## config.mk

```make
export PLATFORM = sky130hd
export DESIGN_NAME = hht_col_update
export DESIGN_NICKNAME = d
export VERILOG_FILES = /design/src/rtl/hht_pkg.sv /design/src/rtl/hht_pair_buf.sv /design/src/rtl/hht_col_update.sv
export SDC_FILE = /design/constraint.sdc
export NUM_CORES = 2
export LEC_CHECK = 0
export ABC_AREA = 1
export BUFFER_PORTS_ARGS = -buffer_cell sky130_fd_sc_hd__buf_4
export CAP_MARGIN = 40
export CORE_ASPECT_RATIO = 0.5
export CORE_UTILIZATION = 55
export CTS_CLUSTER_DIAMETER = 100
export CTS_CLUSTER_SIZE = 16
export DETAILED_ROUTE_END_ITERATION = 12
export GPL_TIMING_DRIVEN = 0
export PLACE_DENSITY_LB_ADDON = 0.05
export SKIP_CTS_REPAIR_TIMING = 1
export SLEW_MARGIN = 15
export SYNTH_ARGS = -nofsm -noshare
export SYNTH_HDL_FRONTEND = slang
export SYNTH_SLANG_ARGS = --single-unit
```

## constraint.sdc

```tcl
create_clock -name Clk -period 8.7 [get_ports Clk]
set_clock_uncertainty 0.05 [all_clocks]
set_input_delay 2.175 -clock Clk [delete_from_list [all_inputs] [get_ports Clk]]
set_output_delay 2.175 -clock Clk [all_outputs]
set_load 0.01 [all_outputs]
```

## src/rtl/hht_pkg.sv

```systemverilog
// Shared types and default sizing for the HHT column-update stage.
// Holds the FSM state encoding and the buffered {v, x} pair layout.
package hht_pkg;

    localparam int DATA_W  = 32;
    localparam int VEC_LEN = 16;
    localparam int ACC_W   = 2*DATA_W + $clog2(VEC_LEN);

    typedef enum logic [1:0] {
        IDLE   = 2'd0,
        ACCUM  = 2'd1,
        UPDATE = 2'd2,
        DONE   = 2'd3
    } state_t;

    typedef struct packed {
        logic signed [DATA_W-1:0] v;
        logic signed [DATA_W-1:0] x;
    } pair_t;

endpackage

```

## src/rtl/hht_pair_buf.sv

```systemverilog
// Column buffer for one pass of {v, x} pairs.
// Synchronous write, combinational read, no reset on the storage.
module hht_pair_buf
    import hht_pkg::*;
#(
    parameter int  DEPTH  = VEC_LEN,
    parameter int  AW     = $clog2(DEPTH),
    parameter type elem_t = pair_t
) (
    input  logic          clk,
    input  logic          we,
    input  logic [AW-1:0] waddr,
    input  elem_t         wdata,
    input  logic [AW-1:0] raddr,
    output elem_t         rdata
);

    elem_t mem [DEPTH];

    always_ff @(posedge clk) begin
        if (we) begin
            mem[waddr] <= wdata;
        end
    end

    assign rdata = mem[raddr];

endmodule

```

## src/rtl/hht_col_update.sv

```systemverilog
// HHT column update: buffers a column while accumulating s = sum(v*x), then
// replays y = x - v*(s >>> SHIFT) on a valid/ready stream, one column per pass.
module hht_col_update
    import hht_pkg::*;
#(
    parameter int DATA_W  = hht_pkg::DATA_W,
    parameter int VEC_LEN = hht_pkg::VEC_LEN,
    parameter int SHIFT   = 0,
    parameter int ACC_W   = 2*DATA_W + $clog2(VEC_LEN)
) (
    input  logic                     Clk,
    input  logic                     Rst,
    input  logic                     in_valid,
    output logic                     in_ready,
    input  logic signed [DATA_W-1:0] v_data,
    input  logic signed [DATA_W-1:0] x_data,
    output logic                     out_valid,
    input  logic                     out_ready,
    output logic signed [DATA_W-1:0] y_data,
    output logic                     out_last,
    output logic                     done,
    output logic [15:0]              col_cnt,
    output logic                     busy
);

    localparam int AW = $clog2(VEC_LEN);
    localparam int IW = $clog2(VEC_LEN + 1);
    localparam logic [IW-1:0] LAST_IDX = IW'(VEC_LEN - 1);
    localparam logic [IW-1:0] END_IDX  = IW'(VEC_LEN);

    typedef struct packed {
        logic signed [DATA_W-1:0] v;
        logic signed [DATA_W-1:0] x;
    } pair_w_t;

    function automatic logic signed [DATA_W-1:0] wrap_acc(input logic signed [ACC_W-1:0] val);
        return DATA_W'(val);
    endfunction

    function automatic logic signed [DATA_W-1:0] wrap_prod(input logic signed [2*DATA_W-1:0] val);
        return DATA_W'(val);
    endfunction

    state_t                     state_q, state_d;
    logic signed [ACC_W-1:0]    acc_p0, acc_sum;
    logic signed [2*DATA_W-1:0] in_prod, upd_prod;
    logic signed [DATA_W-1:0]   s_p1;
    logic [IW-1:0]              wr_idx, rd_idx;
    pair_w_t                    wr_pair, rd_pair;
    logic                       in_fire, out_fire, load_y, last_in;

    assign in_ready = (state_q == IDLE) || (state_q == ACCUM);
    assign busy     = (state_q != IDLE);
    assign done     = (state_q == DONE);
    assign in_fire  = in_valid && in_ready;
    assign out_fire = out_valid && out_ready;
    assign last_in  = in_fire && (state_q == ACCUM) && (wr_idx == LAST_IDX);
    assign load_y   = (state_q == UPDATE) && (!out_valid || out_ready) && (rd_idx < END_IDX);

    assign wr_pair  = '{v: v_data, x: x_data};
    assign in_prod  = v_data * x_data;
    assign acc_sum  = ((state_q == ACCUM) ? acc_p0 : '0)
                    + {{(ACC_W-2*DATA_W){in_prod[2*DATA_W-1]}}, in_prod};
    assign upd_prod = rd_pair.v * s_p1;

    hht_pair_buf #(
        .DEPTH  (VEC_LEN),
        .AW     (AW),
        .elem_t (pair_w_t)
    ) u_buf (
        .clk   (Clk),
        .we    (in_fire),
        .waddr (wr_idx[AW-1:0]),
        .wdata (wr_pair),
        .raddr (rd_idx[AW-1:0]),
        .rdata (rd_pair)
    );

    always_comb begin
        state_d = state_q;
        case (state_q)
            IDLE:    if (in_fire) state_d = ACCUM;
            ACCUM:   if (last_in) state_d = UPDATE;
            UPDATE:  if (out_fire && out_last) state_d = DONE;
            DONE:    state_d = IDLE;
            default: state_d = IDLE;
        endcase
    end

    always_ff @(posedge Clk or negedge Rst) begin
        if (!Rst) begin
            state_q <= IDLE;
            col_cnt <= '0;
            wr_idx  <= '0;
            rd_idx  <= '0;
        end else begin
            state_q <= state_d;
            if (state_q == DONE) begin
                col_cnt <= col_cnt + 16'd1;
                wr_idx  <= '0;
                rd_idx  <= '0;
            end else begin
                if (in_fire) wr_idx <= wr_idx + IW'(1);
                if (load_y)  rd_idx <= rd_idx + IW'(1);
            end
        end
    end

    // Accumulate stage -> scaled dot product latched with the final beat
    always_ff @(posedge Clk or negedge Rst) begin
        if (!Rst) begin
            acc_p0 <= '0;
            s_p1   <= '0;
        end else begin
            if (state_q == DONE) begin
                acc_p0 <= '0;
            end else if (in_fire) begin
                acc_p0 <= acc_sum;
            end
            if (last_in) begin
                s_p1 <= wrap_acc(acc_sum >>> SHIFT);
            end
        end
    end

    // Output stage: holds y/valid/last steady while downstream stalls
    always_ff @(posedge Clk or negedge Rst) begin
        if (!Rst) begin
            y_data    <= '0;
            out_valid <= 1'b0;
            out_last  <= 1'b0;
        end else if (load_y) begin
            y_data    <= rd_pair.x - wrap_prod(upd_prod);
            out_valid <= 1'b1;
            out_last  <= (rd_idx == LAST_IDX);
        end else if (out_fire) begin
            out_valid <= 1'b0;
            out_last  <= 1'b0;
        end
    end

endmodule

```

==> run metrics <==
status finished with violations; failing checks negative setup slack; Slew Viols, Final 0; first-pass GRT wire length 391 mm; htree depth 3; Tmin final 9.62 ns; vias in the first global route 58227; RSZ-0062 raised after global routing yes; DRT Wirelength 271 mm; final design area excluding fillers 90900 um2; fmax 104 MHz; #FFs+latches synth 1150; TritonRoute pass-1 iters 6; Post-DRT Antenna Nets 0; core area 144000 um2; CP peak stage delay 0.55 ns; IO Port Bufs 120; Die Area 147000 um2; # setup viols final 28; Gate Count Post-Synth 8004; TritonCTS buffer count 82; total number of vias 59945; WS Path Type in -> reg; vias per cell 5.78; Tcrit/Tclk final 111%; crit end category flop; Worst-Margin Slew 1.01 ns; P&R area growth vs syn 13.4%; critical path data arrival time 10.21 ns; GRT Total Usage 37.0%; clock root buffer clkbuf_16; R2R depth 29; # DRC 0; reg2reg setup slack 0.08 ns; WL/cell 26.1 um; chip height 272 um; hold depth 1; layout cells sized above 1 11.5%; initial antenna violation count 13; EDFF count, synth 1024; Max-slew headroom 32.7%; remaining global-route overflow 0; setup TNS -11.11 ns; number of DRC markers in iteration 0 8013; largest net degree at the start of global routing 77; dpl hpwl 208 mm; non-filler cells, final 10376; Avg Inst Size Synth 10.0 um2; library cells used by synthesis 55; top_reg_cell synth edfxtp_1; Placed Instances 10201; Synth Net Count 9275; Worst-Skew Late Latency 0.74 ns; global placement routability congestion 0.989; Hold WS 0.417 ns; synth warn 0; Initial Utilization 55.8%; CP startpoint kind primary input; CTS tree yes; worst setup margin -0.924 ns; CP required 9.29 ns; post-synthesis sequential area ratio 42.3%; Placement Cell Area 85700 um2; final net count 9667; I/O pin count 121; Reg clk slew, reported paths 0.07 ns; Crit Path Max Fanout 17; max cap viols 0; Crit-path slowest cell fa_1; final hold vios 0; clk buf depth 3; Hold Crit Class reg -> reg; Top cell by count, worst path fa_1; Rows 98; area of the mapped netlist 80200 um2; clk sinks 1150; Die X 542 um; Post-synth ARST share 11.0%
-- layout by cell type (no fill, tap or decap), types with 16 or more instances in the layout --
cell type  netlist  routed
a21oi_1        285     266
clkbuf_16        0      84
buf_16           0      17
buf_6           25     107
a221oi_2         0      32
ha_4             0      19
buf_12           0      47
nand3_1        201     194
o21ai_0        269     246
a22oi_1         17      17
nor2_1         658     639
nor3_1          29      22
ha_1           354     333
clkbuf_4         0      60
edfxtp_1      1024    1024
fa_1           849     837
clkbuf_1       274     119
dfrtp_1        126     125
o211ai_1        16      16
nand2_2         14      26
inv_1         1413    1396
buf_2           53      24
o22ai_1         22      22
buf_4           22     238
o21ai_1         76      84
buf_8            1      38
xnor2_1         77      71
clkbuf_2         1      66
nand2_1       1829    1805
a221oi_1        75      39
inv_2           11      25
a32o_1          60      60
xor2_1          83      73
-- worst max-delay path: cells and delay by family --
family	cells	cell delay (ns)
simple gates	8	0.67
compound gates	10	1.55
fa+ha+maj	10	4.28
buf+inv	9	1.22
xor+xnor	1	0.27
-- cells by family after synthesis --
family	count (synthesis)	share of synthesized area (%)
buffers and inverters	1840	9.05
AOI/OAI and AO/OA	884	6.64
xor gates and xnor gates	162	1.79
and+or+nand+nor	2765	13.5
adders and majority gates	1203	26.7
DFF	1150	42.3
-- state kept, by name (all words and copies together), names as in the netlist, 2 cells and up --
register and cells:
wr_idx 5, y_data 32, u_buf.mem 1024, acc_p0 32
rd_idx 5, col_cnt 16, s_p1 32, state_q 2
-- worst paths after layout --
path / start / endpoint
hold reg to reg: col_cnt[15] / col_cnt[15]
setup reg to reg: rd_idx[1] / y_data[30]
hold / removal: col_cnt[15] / col_cnt[15]
setup / recovery: v_data[13] / s_p1[31]
min in group asynchronous: Rst / y_data[0]
max in group asynchronous: Rst / s_p1[10]
-- cells in the mapped netlist, types with 76 or more instances --
| cell type | count | area, um2 |
|---|---|---|
| ha_1 | 354 | 4430 |
| nand3_1 | 201 | 1010 |
| inv_1 | 1413 | 5300 |
| nor2_1 | 658 | 2470 |
| o21ai_1 | 76 | 380 |
| o21ai_0 | 269 | 1350 |
| a21oi_1 | 285 | 1430 |
| fa_1 | 849 | 17000 |
| xor2_1 | 83 | 727 |
| xnor2_1 | 77 | 674 |
| dfrtp_1 | 126 | 3150 |
| edfxtp_1 | 1024 | 30700 |
| clkbuf_1 | 274 | 1030 |
| nand2_1 | 1829 | 6870 |
-- metal layers --
| metal | track usage (%) | vias up | share of wire, % |
|---|---|---|---|
| met5 | 0.919 | - | 0.086 |
| met4 | 11.8 | 6 | 3.4 |
| met3 | 9.60 | 446 | 13 |
| met2 | 55.3 | 3348 | 43 |
| met1 | 53.1 | 30111 | 40 |
| li1 | - | 26034 | - |
-- layout make-up --
cell class              count  area (um2)
diodes                      2        5.00
plain buffers             379        2840
clock buffers             103        2150
clock inverters             9         190
fillers                 11848       52800
inverters                1445        5470
multi-input cells        5014       40400
flip-flops and latches   1150       33900
well taps                1950        2440
repair buffers            324        3480
-- per-stage QoR --
stage	utilization (%)	setup WS [ns]
final	63.3	-0.924
after global routing	63.3	-1.13
after global placement	58.4	-4.54
after floorplan	-	-0.377
after CTS	61.2	-2.42
after detailed placement	59.6	-3.15
Power is left out: the tool's default activity adds up to more than one toggle a clock period on the data nets, which glitch-free logic cannot reach.
